[src/rtl/code_sender.sv]
// Replays a stored digit sequence on the numero/insere strobe interface
// with fixed setup, pulse and gap timing per digit.
module code_sender #(
  parameter int DEPTH     = 8,
  parameter int SETUP_CYC = 1,
  parameter int PULSE_CYC = 1,
  parameter int GAP_CYC   = 1,
  localparam int CW = $clog2(DEPTH + 1)
) (
  input  logic          clk,
  input  logic          reset,
  input  logic          grava,
  input  logic [3:0]    digito_in,
  input  logic          limpa,
  input  logic          envia,
  output logic [3:0]    numero,
  output logic          insere,
  output logic          ocupado,
  output logic          feito,
  output logic [CW-1:0] contagem,
  output logic          cheio
);

  localparam int IW   = (DEPTH > 1) ? $clog2(DEPTH) : 1;
  localparam int MAXC = (SETUP_CYC > PULSE_CYC) ?
                        ((SETUP_CYC > GAP_CYC) ? SETUP_CYC : GAP_CYC) :
                        ((PULSE_CYC > GAP_CYC) ? PULSE_CYC : GAP_CYC);
  localparam int TW   = $clog2(MAXC + 1);

  typedef enum logic [1:0] {IDLE, SETUP, PULSE, GAP} state_e;

  state_e        state_q, state_d;
  logic [TW-1:0] tmr_q, tmr_d;
  logic [CW-1:0] idx_q, idx_d;
  logic [CW-1:0] cnt_q, cnt_d;
  logic [3:0]    num_q, num_d;
  logic          ins_q, ins_d;
  logic          ocu_q, ocu_d;
  logic          fei_q, fei_d;
  logic          chi_q, chi_d;
  logic          wr_en;
  logic [CW-1:0] nxt_idx;
  logic [3:0]    mem [DEPTH];

  assign nxt_idx = idx_q + CW'(1);

  always_ff @(posedge clk or negedge reset) begin
    if (!reset) begin
      state_q <= IDLE;
      tmr_q   <= '0;
      idx_q   <= '0;
      cnt_q   <= '0;
      num_q   <= '0;
      ins_q   <= 1'b0;
      ocu_q   <= 1'b0;
      fei_q   <= 1'b0;
      chi_q   <= 1'b0;
    end else begin
      state_q <= state_d;
      tmr_q   <= tmr_d;
      idx_q   <= idx_d;
      cnt_q   <= cnt_d;
      num_q   <= num_d;
      ins_q   <= ins_d;
      ocu_q   <= ocu_d;
      fei_q   <= fei_d;
      chi_q   <= chi_d;
    end
  end

  // Storage holds no reset; it is only visible through a send of cnt_q entries.
  always_ff @(posedge clk) begin
    if (wr_en) mem[cnt_q[IW-1:0]] <= digito_in;
  end

  always_comb begin
    state_d = state_q;
    tmr_d   = tmr_q + TW'(1);
    idx_d   = idx_q;
    cnt_d   = cnt_q;
    num_d   = num_q;
    ins_d   = 1'b0;
    ocu_d   = ocu_q;
    fei_d   = 1'b0;
    wr_en   = 1'b0;
    if (limpa) begin
      state_d = IDLE;
      tmr_d   = '0;
      idx_d   = '0;
      cnt_d   = '0;
      num_d   = '0;
      ocu_d   = 1'b0;
    end else begin
      case (state_q)
        IDLE: begin
          tmr_d = '0;
          if (envia) begin
            if (cnt_q != '0) begin
              state_d = SETUP;
              idx_d   = '0;
              num_d   = mem[0];
              ocu_d   = 1'b1;
            end else begin
              fei_d = 1'b1;
            end
          end else if (grava && !chi_q) begin
            wr_en = 1'b1;
            cnt_d = cnt_q + CW'(1);
          end
        end
        SETUP: begin
          if (tmr_q == TW'(SETUP_CYC - 1)) begin
            state_d = PULSE;
            tmr_d   = '0;
            ins_d   = 1'b1;
          end
        end
        PULSE: begin
          if (tmr_q == TW'(PULSE_CYC - 1)) begin
            state_d = GAP;
            tmr_d   = '0;
          end else begin
            ins_d = 1'b1;
          end
        end
        GAP: begin
          if (tmr_q == TW'(GAP_CYC - 1)) begin
            tmr_d = '0;
            if (idx_q == cnt_q - CW'(1)) begin
              state_d = IDLE;
              idx_d   = '0;
              num_d   = '0;
              ocu_d   = 1'b0;
              fei_d   = 1'b1;
            end else begin
              state_d = SETUP;
              idx_d   = nxt_idx;
              num_d   = mem[nxt_idx[IW-1:0]];
            end
          end
        end
        default: begin
          state_d = IDLE;
          tmr_d   = '0;
        end
      endcase
    end
    chi_d = (cnt_d == CW'(DEPTH));
  end

  assign numero   = num_q;
  assign insere   = ins_q;
  assign ocupado  = ocu_q;
  assign feito    = fei_q;
  assign contagem = cnt_q;
  assign cheio    = chi_q;

endmodule

[config.mk]
export PLATFORM = sky130hd
export DESIGN_NAME = code_sender
export DESIGN_NICKNAME = d
export VERILOG_FILES = /design/src/rtl/code_sender.sv
export SDC_FILE = /design/constraint.sdc
export NUM_CORES = 1
export LEC_CHECK = 0
export CORE_ASPECT_RATIO = 1.2
export CORE_MARGIN = 10
export CORE_UTILIZATION = 45
export CTS_BUF_LIST = sky130_fd_sc_hd__clkbuf_8
export DETAILED_ROUTE_END_ITERATION = 7
export GPL_ROUTABILITY_DRIVEN = 0
export PLACE_DENSITY = 0.67
export SLEW_MARGIN = 10
export SYNTH_ARGS = -nofsm -noshare
export SYNTH_HDL_FRONTEND = slang
export SYNTH_SLANG_ARGS = --single-unit
[constraint.sdc]
create_clock -name clk -period 2.4 [get_ports clk]
set_clock_uncertainty 0.2 [all_clocks]
set_input_delay 0.48 -clock clk [delete_from_list [all_inputs] [get_ports clk]]
set_output_delay 0.48 -clock clk [all_outputs]
set_load 0.005 [all_outputs]
Word level (Yosys, flattened, before mapping)
Memory sizes are Yosys's and may differ from the RTL's.
Cells that the tools add are included.
{"block": "op_classes", "addsub": 4, "n_bitwise": 0, "n_lt_le_gt_ge": 0, "div_mod_pow": 0, "eq_ne": 11, "n_mul": 0, "muxes": 49, "n_shift": 0, "n_reduce_logical": 9}
{"cell": "$mux 4", "n": 14}
{"cell": "$mux 1", "n": 22}
{"cell": "$ne 3x3->1 const B", "n": 6}
{"cell": "$pmux 4 s2", "n": 2}
{"cell": "$mux 2", "n": 6}
{"cell": "$reduce_and 5->1", "n": 2}
{"cell": "$add 4x1->4 const B", "n": 2}
{"cell": "$pmux 1 s2", "n": 4}
{"cell": "$pmux 2 s4", "n": 1}
{"cell": "$eq 2x2->1 const B", "n": 2}
{"cell": "$eq 4x4->1", "n": 1}
{"cell": "$eq 4x4->1 const B", "n": 1}
{"cell": "$reduce_and 4->1", "n": 1}
{"cell": "$reduce_bool 4->1", "n": 1}
{"cell": "$sub 4x1->4 const B", "n": 1}
{"cell": "$reduce_bool 3->1", "n": 1}
{"cell": "$reduce_or 3->1", "n": 1}
{"cell": "$eq 2x1->1 const B", "n": 1}
{"cell": "$logic_not 2->1", "n": 1}
{"cell": "$add 1x1->1 const B", "n": 1}
{"cell": "$logic_and 1x1->1", "n": 1}
{"cell": "$logic_not 1->1", "n": 1}
{"block": "totals", "latch_bits": 0, "mem_bits_rw": 32, "memories": 1, "elab_cells": 83, "regBits": 19, "output_inout_bits": 12, "romBits": 0, "input_bits": 9}
{"name": "mem", "words": 8, "word_bits": 4, "rd": 2, "rd_ports_with_merged_regs": 0, "wr": 1, "line": "43", "text": "logic [3:0] mem [DEPTH];"}

Depth between registers and ports, before layout
Gate-level depths: netlist of run 1.
{"block": "logic_depth", "depth_word": 8, "ltp_mapped": 7, "ltp_nobuf": 6}

Worst setup path after synthesis of run 1
No wires, ideal clock.
{"block": "synth_path", "path_kind": "flip-flop to flip-flop", "from": "register state_q[0]", "to": "memory mem[0][0], enable pin", "slack_ps": 144, "required_time_ps": 1839, "arrival_ps": 1695, "n_path_buf": 0, "period_less_slack_ps": 2256, "path_stages_with_launch": 6, "setup_time_ps": 361, "cell_sequence": "dfrtp_1 -> inv_1 -> ha_1 -> nand4bb_2 -> or3_1 -> nor3_1"}
{"block": "synth_via", "elab_chain_len": 5}
{"item": "start, declared", "line": "32", "text": "state_e state_q, state_d;"}
{"item": "start signal, assigned", "line": "59", "text": "state_q <= state_d;"}
{"item": "$logic_not 2->1", "line": "94", "text": "case (state_q)"}
{"item": "$mux 1", "line": "94"}
{"item": "$mux 1", "line": "86", "text": "if (limpa) begin"}
{"item": "$mux 1", "line": "73", "text": "if (wr_en) mem[cnt_q[IW-1:0]] <= digito_in;"}
{"item": "$mux 1 (implied by the code)", "line": "73"}
{"item": "end, declared", "line": "43"}
No other way between the ends.

Worst setup path in the final report of run 1
{"block": "layout_path", "from": "register idx_q[1]", "to": "register num_q[0] (netlist: numero[0])"}
{"block": "layout_via", "elab_chain_len": 6, "elab_cells_between_ends": 7, "classes_between": "1 x add/sub; 1 x eq/ne; 4 x mux; 1 x memory"}
{"item": "start, declared", "line": "34", "text": "logic [CW-1:0] idx_q, idx_d;"}
{"item": "start signal, assigned", "line": "61", "text": "idx_q <= idx_d;"}
{"item": "$add 4x1->4", "line": "45", "text": "assign nxt_idx = idx_q + CW'(1);"}
{"item": "$mem_v2 8x4"}
{"item": "$mux 4 *", "line": "129", "text": "if (idx_q == cnt_q - CW'(1)) begin"}
{"item": "$mux 4 *", "line": "127", "text": "if (tmr_q == TW'(GAP_CYC - 1)) begin"}
{"item": "$pmux 4 s2 *", "line": "94"}
{"item": "$mux 4 *", "line": "86"}
{"item": "end signal, assigned", "line": "63", "text": "num_q <= num_d;"}
{"item": "end, declared", "line": "36", "text": "logic [3:0] num_q, num_d;"}
Every way passes the cells marked *; elsewhere a longest branch is shown, timed or not. The select of a mux whose other input is x is not followed.
A chain may end at the register's enable or synchronous reset.

==> impl_metrics.toml, run 1 <==
[die]
core_um2 = 4970
ioPinCount = 21
die_h_um = 98.8
row_count = 28
floorplan.initialDensity_pct = 46.8
die_w_um = 85.7
die_area_um2 = 8460

[pwr]
powerDensity_nw_per_um2 = 655
ir_drop_uv = 484
p_leak_nw = 1.03

[global_route]
grt_antenna_before_repair = 0
grt_use_total_pct = 11.9
gr-usage-met3_pct = 3.21
busiest_layer = "met2"
grt_max_degree = 19
use_met2_pct = 21.0
gr-usage-met1_pct = 13.3
grt_pass1_wl_um = 8000
grt_pass1_vias = 1546
gr-total-overflow = 0

[yosys]
seq_area_frac_synth_pct = 60.6
yosysUniqueCellTypes = 38
synth_top_area_share_pct = 41.3
synthCells = 165
synth.area.top_cells = "edfxtp_1 (41%), dfrtp_1 (19%), mux4_2 (7.7%)"
synth_warnings = 0
syn_area_um2 = 2330
synth_nets = 182
syn_avg_cell_area_um2 = 14.1
ys_ff_latch = 50
synth_top_cell_by_area = "edfxtp_1"

[critical_path]
critPathLaunchType = "register"
path_class = "register to register"
r2r_end = "numero[0]"
cp.arrival_ns = 2.21
crit_fanout = 9
end_kind = "register"
ff2ff_path_depth = 4
required_ns = 2.38
rr_startpoint = "idx_q[1]"
reg2reg_slack_ns = 0.17

[cells_and_area]
final_cell_area_um2 = 2800
diodes = 0
seqCellArea_um2 = 1410
nNetsFinal = 222
multi_input_area_um2 = 863
final_cells = 266
drive_above_1_share_pct = 19.4
synthToLayoutAreaGrowth_pct = 20.4
nFillCells = 399

[clocking]
cts_resized = 0
cts_buffers = 5
clk_pin_slew_ns = 0.09
clk_latency_ns = 0.30
postCtsSetupBuffers = 0
cts_tree = "done"
htree_levels = 2
cts.path.max_buffers = 2
cts_root_buf = "clkbuf_8"
clock-sinks = 50
postCtsHoldBufs = 0

[drt]
via_count = 1453
wl_um = 4900
drt-initial-drc-count = 57
first_pass_iters = 4
drc = 0
post_drt_wl_per_cell_um = 18.4
antenna_left = 0
viasPerCell = 5.46

[timing]
post-route-period-util_pct = 93.1
slew_viol_final = 0
period_minus_slack_ns = 2.23
hold_violations = 0
worst_pin_slew_ns = 0.520
rsz0062_at_grt = "no"
clock.fmax_ghz = 0.447
setup_viol = 0
slew_headroom_pct = 65.1

[placed_design]
dp_cells = 258
placed_area_um2 = 2720
port_buffers = 20
hpwlAfterDp_um = 3700

[run]
cap_violations = 0

[status]
status = "complete, no violations"

[worst_hold_path]
hold_class = "primary input to asynchronous set/reset pin"
==> worst max-delay path, cell delays in order, from the launching register on <==
cell,delay [ns]
dfrtp_1,0.44
ha_1,0.60
mux4_2,0.57
mux2i_1,0.19
o21ai_0,0.11
==> power by group <==
part	leakage, nW	internal (W)	switching [W]	total, W
clock	0.0422	0.000206	0.000280	0.000486
combinational	0.450	0.000182	0.000188	0.000370
sequential	0.537	0.000957	0.0000248	0.000981
==> metrics by stage <==
stage / setup WS [ns] / util (%) / hold WS [ns] / power, W / setup TNS [ns]
floorplan: 0.144 / - / -0.0156 / 0.00120 / 0
global placement: 0.0445 / 54.6 / 0.297 / 0.00136 / 0
detailed placement: -0.0215 / 54.6 / 0.328 / 0.00137 / -0.0215
CTS: 0.143 / 56.4 / 0.297 / 0.00186 / 0
global route: 0.0116 / 56.4 / 0.304 / 0.00193 / 0
finish: 0.165 / 56.4 / 0.299 / 0.00184 / 0
==> worst max path at each step <==
stage | end | depth (start not counted) | start | slack [ns]
after detailed placement | cheio | 6 | envia | -0.02
after CTS | numero[0] | 4 | idx_q[1] | 0.14
after global placement | mem[0][1] | 5 | envia | 0.04
after global routing | numero[0] | 4 | idx_q[1] | 0.01
final | numero[0] | 4 | idx_q[1] | 0.17
after floorplan | mem[0][0] | 5 | state_q[0] | 0.14
==> routing by layer <==
metal / up-vias / part of all wire (%) / wire (µm)
li1: 698 / - / -
met1: 725 / 41 / 2010
met2: 22 / 54 / 2670
met3: 8 / 3.2 / 156
met4: 0 / 1.4 / 70
met5: - / 0 / 0
==> cells by family after synthesis <==
logic type               Yosys count  share of synthesized area (%)
XOR/XNOR                           6                           2.85
buffers and inverters             13                           2.31
flip-flops                        50                           60.6
adder cells (fa/ha/maj)            8                           4.30
AND/OR/NAND/NOR                   45                           11.0
AO/OA/AOI/OAI                     30                           9.08
multiplexers                      13                           9.89
==> cells in the mapped netlist <==
cell type	n
o211ai_1	2
o21ai_0	11
inv_1	8
a21oi_1	5
or3_1	4
or2_2	1
o211ai_2	1
o31a_1	1
mux4_2	8
edfxtp_1	32
buf_2	1
xor2_1	3
a22oi_1	4
dfrtp_1	18
mux2i_1	5
o2111ai_1	1
o21ai_1	1
nand2_1	11
or3b_4	1
o21a_1	1
a311oi_4	1
nor3_1	4
nand4bb_2	1
nor2b_1	3
xnor3_1	1
buf_4	1
xnor2_1	2
nor2_1	9
nor4b_2	1
nor4bb_1	1
and4_2	1
a221oi_1	1
ha_1	8
nor3b_1	2
nand3_1	4
clkbuf_1	3
nand2b_1	2
a22o_1	1
==> flip-flops by register name (all words and copies together), names as in the netlist <==
signal and cells:
cheio 1, contagem 4, feito 1, idx_q 4, insere 1, mem 32
numero 4, ocupado 1, state_q 2
==> cell usage in the layout (no fill, tap or decap), types with 3 or more instances in the layout <==
| master | instances |
|---|---|
| nand2_1 | 11 |
| buf_4 | 18 |
| nand3_1 | 4 |
| dfrtp_1 | 18 |
| edfxtp_1 | 32 |
| clkdlybuf4s50_1 | 20 |
| o21ai_0 | 11 |
| ha_1 | 8 |
| a22oi_1 | 4 |
| mux4_2 | 8 |
| inv_1 | 8 |
| nor3_1 | 4 |
| nor2_1 | 9 |
| a21oi_1 | 5 |
| mux2i_1 | 5 |
| nor2b_1 | 3 |
| or3_1 | 4 |
| clkbuf_8 | 5 |
| xor2_1 | 3 |
==> layout make-up <==
type / count / area share [%]
flip-flops and latches: 50 / 50.3
multi-input cells: 102 / 30.8
clock inverters: 3 / 0.714
inverters: 8 / 1.07
repair buffers: 38 / 12.0
clock buffers: 5 / 2.45
well taps: 60 / 2.68
Note: power is estimated with default switching activity, not from simulation.
==> run 2: changes to the inputs <==
REMOVE_ABC_BUFFERS = 1   (was unset)
==> run 2 against run 1 <==
Clock-buffer cell count unchanged. First-iteration DRC count up 56%. Combinational power is 3% lower. Clock power up 0.8%. Highest routed layer unchanged.
==> impl_metrics.toml, run 2 (same netlist as run 1, synthesis figures left out) <==
[status]
status = "complete, no violations"

[clocking]
cts_root_buf = "clkbuf_8"
clock-sinks = 50
cts_tree = "done"
cts_resized = 0
postCtsHoldBufs = 0
htree_levels = 2
cts.path.max_buffers = 2
postCtsSetupBuffers = 0
clk_pin_slew_ns = 0.10
clk_latency_ns = 0.30
cts_buffers = 5

[critical_path]
required_ns = 2.23
slowest_delay_ns = 0.43
crit_path_start = "state_q[0]"
cpMaxStageDelayCell = "or3_1"
cp.arrival_ns = 2.01
path_cells = "inv_1, ha_1, nand4bb_2, or3_1, nor3_1, buf_4"
critPathLaunchType = "register"
crit_fanout = 8
end_kind = "register"
path_class = "register to register"
critPathBufInv = 2
critPathTopFamily = "simple AND/OR/NAND/NOR gates"
rr_startpoint = "state_q[0]"
reg2reg_slack_ns = 0.22

[timing]
setup_viol = 0
period_minus_slack_ns = 2.18
worst_pin_slew_ns = 0.522
worst_slack_ns = 0.218
rsz0062_at_grt = "no"
post-route-period-util_pct = 90.9
clock.fmax_ghz = 0.458
slew_headroom_pct = 65.1
slew_viol_final = 0
hold_violations = 0

[worst_hold_path]
hold_class = "primary input to asynchronous set/reset pin"

[placed_design]
port_buffers = 20
placed_area_um2 = 2720
dp_cells = 258
hpwlAfterDp_um = 3450
dp_slack_ns = -0.0483

[run]
cap_violations = 0

[die]
die_h_um = 98.8
core_um2 = 4970
die_area_um2 = 8460
row_count = 28
die_w_um = 85.7
floorplan.initialDensity_pct = 46.8
ioPinCount = 21

[drt]
post_drt_wl_per_cell_um = 17.1
drc = 0
drt-initial-drc-count = 89
viasPerCell = 5.46
via_count = 1453
wl_um = 4540
antenna_left = 0
first_pass_iters = 4

[pwr]
switching_share_pct = 26.8
pwr-share-comb_pct = 19.7
pwr-share-seq_pct = 53.6
ir_drop_uv = 511
clkPwrFrac_pct = 26.8
p_int_w = 0.00134
p_switching_w = 0.000490
p_leak_nw = 1.03
power.total_w = 0.00183
powerDensity_nw_per_um2 = 653

[global_route]
grt_pass1_wl_um = 7530
grt_max_degree = 19
grt_use_total_pct = 11.1
grt_antenna_before_repair = 0
grt_pass1_vias = 1526
gr-total-overflow = 0

[cells_and_area]
synthToLayoutAreaGrowth_pct = 20.4
postLayoutCoreUtil_pct = 56.4
drive_above_1_share_pct = 19.4
largest_register_ffs = 32
final_cell_mix = "edfxtp_1 (32), clkdlybuf4s50_1 (20), dfrtp_1 (18), buf_4 (18)"
final_cells = 266
nNetsFinal = 222
layout_commonest_cell = "edfxtp_1"
diodes = 0
final_cell_area_um2 = 2800
nFillCells = 424
-- run 2: layout make-up --
| class | instances | area, µm² | share of cell area, % |
|---|---|---|---|
| inverters | 8 | 30.0 | 1.07 |
| clock buffers | 5 | 68.8 | 2.45 |
| multi-input cells | 102 | 863 | 30.8 |
| clock inverters | 3 | 20.0 | 0.714 |
| flip-flops and latches | 50 | 1410 | 50.3 |
| well taps | 60 | 75.1 | 2.68 |
| repair buffers | 38 | 335 | 12.0 |
-- run 2: per-layer routing --
layer  vias to the layer above  GRT usage [%]  wire, µm
li1                        696              -         -
met1                       734           12.5      1920
met2                        18           19.4      2460
met3                         5           2.97       124
met4                         0           4.31        35
met5                         -              0         0
-- run 2: per-stage QoR --
step,hold WS [ns],setup TNS (ns)
6_report,0.300,0
5_1_grt,0.327,0
4_1_cts,0.307,0
3_5_place_dp,0.320,-0.390
3_3_place_gp,0.297,-0.197
2_1_floorplan,-0.0156,0
-- run 2: final timing paths --
kind                            cells after the start         to
worst max-delay path                                6  mem[1][2]
worst min-delay path                                2   idx_q[2]
worst max register to register                      6  mem[1][2]
worst min register to register                      2  numero[0]
max in group asynchronous                           2  numero[0]
min in group clk                                    2  numero[0]
-- run 2: power groups by stage --
stage	clock, W	combinational, W	sequential (W)
2_1_floorplan	0	0.000190	0.00100
3_3_place_gp	0	0.000353	0.000997
3_5_place_dp	0	0.000360	0.00100
4_1_cts	0.000511	0.000363	0.000981
5_1_grt	0.000542	0.000406	0.000984
6_report	0.000490	0.000360	0.000981
==> run 3: changes to the inputs <==
ABC_AREA = 1   (was unset)
CORE_MARGIN = unset   (was 10)
==> run 3 against run 2 <==
First-iteration DRC count up 18%. Core utilization down 2.5 points. Area after synthesis up 6.0%. Via count up 21%. Critical path type unchanged. Critical endpoint is now mem[2][0]. Highest routed layer unchanged.
==> impl_metrics.toml, run 3 <==
[timing]
setup_viol = 0
period_minus_slack_ns = 2.11
clock.fmax_ghz = 0.473
slew_viol_final = 0
setup_tns_ns = 0
slew_headroom_pct = 72.0
worst_slack_ns = 0.287
hold_violations = 0
worst_pin_slew_ns = 0.418
post-route-period-util_pct = 88.0
rsz0062_at_grt = "no"

[yosys]
ys_top_cells_by_count = "nand2_1 (72), edfxtp_1 (32), inv_1 (29)"
synth_warnings = 0
synth_ff_type = "edfxtp_1"
synth.area.top_cells = "edfxtp_1 (39%), dfrtp_1 (18%), nand2_1 (11%)"
synthCells = 265
synth_enable_flop_cells = 32
synth_top_area_share_pct = 38.9
ys_ff_latch = 50
synth_top_cell_by_area = "edfxtp_1"
synth_most_common_cell = "nand2_1"
seq_area_frac_synth_pct = 57.2
yosysUniqueCellTypes = 27
synth-async-reset-ratio_pct = 36.0
syn_area_um2 = 2470
syn_avg_cell_area_um2 = 9.32

[pwr]
pwr-share-comb_pct = 35.5
clkPwrFrac_pct = 21.4
p_switching_w = 0.000857
switching_share_pct = 35.8
p_int_w = 0.00154
p_leak_nw = 1.31
ir_drop_uv = 494
pwr-share-seq_pct = 43.2
powerDensity_nw_per_um2 = 838

[die]
row_count = 29
core_um2 = 5300
die_h_um = 83.1
ioPinCount = 21
floorplan.initialDensity_pct = 46.6
die_area_um2 = 5790
die_w_um = 69.6

[critical_path]
crit_fanout = 6
cp.arrival_ns = 1.90
path_cells = "inv_1, ha_2, nand4_2, inv_2, nand3_1, nor2_1"
critPathLaunchType = "register"
cpMaxStageDelayCell = "dfrtp_1"
required_ns = 2.19
ff2ff_path_depth = 6
path_class = "register to register"
end_kind = "register"
slowest_delay_ns = 0.39

[cells_and_area]
diodes = 0
drive_above_1_share_pct = 12.2
largest_register_ffs = 32
postLayoutCoreUtil_pct = 53.9
seqCellArea_um2 = 1410
layout_commonest_cell = "nand2_1"
multi_input_area_um2 = 878
final_cell_area_um2 = 2850
nNetsFinal = 311
synthToLayoutAreaGrowth_pct = 15.6
nFillCells = 491
final_cell_mix = "nand2_1 (72), edfxtp_1 (32), inv_1 (29)"
final_cells = 357

[clocking]
cts.path.max_buffers = 2
cts_tree = "done"
cts_root_buf = "clkbuf_8"
postCtsHoldBufs = 0
clock-sinks = 50
clk_latency_ns = 0.31
htree_levels = 2
clk_pin_slew_ns = 0.10
cts_buffers = 5

[placed_design]
port_buffers = 20
hpwlAfterDp_um = 3340
dp_cells = 349
placed_area_um2 = 2760
dp_slack_ns = 0.0737

[drt]
highest_layer = "met4"
first_pass_iters = 4
wl_met2_um = 2170
post_drt_wl_per_cell_um = 13.0
wl_um = 4640
antenna_left = 0
wl_met1_um = 2280
drc = 0
viasPerCell = 4.94
via_count = 1764
met3_wirelength_um = 144
drt-initial-drc-count = 105

[run]
cap_violations = 0

[global_route]
grt_antenna_before_repair = 0
grt_use_total_pct = 17.6
grt_max_degree = 24
grt_pass1_vias = 1659
gr-total-overflow = 0
grt_pass1_wl_um = 7950

[status]
status = "complete, no violations"

[worst_hold_path]
hold_class = "primary input to asynchronous set/reset pin"
[run 3: cell count changes after synthesis, sizes merged, moves of 8 or more]
cell   delta
nand3    +25
nor2     +19
mux4      -8
nand2    +65
inv      +31
[run 3: worst paths after layout]
path	slack, ns	start	to
max reg2reg	0.29	state_q[1]	mem[2][0]
max	0.29	state_q[1]	mem[2][0]
min in group clk	0.30	ocupado	ocupado
max in group asynchronous	1.50	reset	contagem[2]
min	0.29	reset	insere
min reg2reg	0.30	ocupado	ocupado
[run 3: power groups by stage]
stage | logic [W] | clock network [W] | registers [W]
floorplan | 0.000556 | 0 | 0.00107
global placement | 0.000839 | 0 | 0.00105
detailed placement | 0.000843 | 0 | 0.00105
CTS | 0.000850 | 0.000519 | 0.00103
global route | 0.000972 | 0.000554 | 0.00104
finish | 0.000848 | 0.000511 | 0.00103
[run 3: area by class of cell]
type,count,area share (%)
inverter,39,5.13
sequential,50,49.5
multi-input combinational,172,30.8
clock buffer,5,2.41
tap,62,2.72
timing repair buffer,26,8.59
clock inverter,3,0.921
[run 3: timing repair]
item	in CTS	in global routing
gates resized for setup	0	1
setup buffers	0	0
setup endpoints to repair	0	3
[run 3: logic make-up after synthesis]
logic type / Yosys count / synth area share [%]
fa+ha+maj: 8 / 4.05
flops: 50 / 57.2
compound gates: 23 / 5.27
xor+xnor: 3 / 1.37
simple gates: 138 / 24.8
buf+inv: 43 / 7.35
[run 3: critical path, delay by kind of cell, from the launching register on]
kind                       cells  cell delay [ns]
buffers and inverters          2             0.27
DFF                            1             0.39
adders and majority gates      1             0.27
and+or+nand+nor                3             0.66
[run 3: layer usage]
layer / track usage, % / vias to the layer above
li1: - / 911
met1: 25.1 / 809
met2: 27.4 / 40
met3: 3.28 / 4
met4: 5.45 / 0
met5: 0 / -
[run 3: metrics by stage]
| step | total power [W] | hold WS, ns |
|---|---|---|
| final | 0.00239 | 0.294 |
| after global routing | 0.00257 | 0.341 |
| after CTS | 0.00240 | 0.295 |
| after detailed placement | 0.00189 | 0.271 |
| after global placement | 0.00189 | 0.264 |
| after floorplan | 0.00163 | -0.0156 |
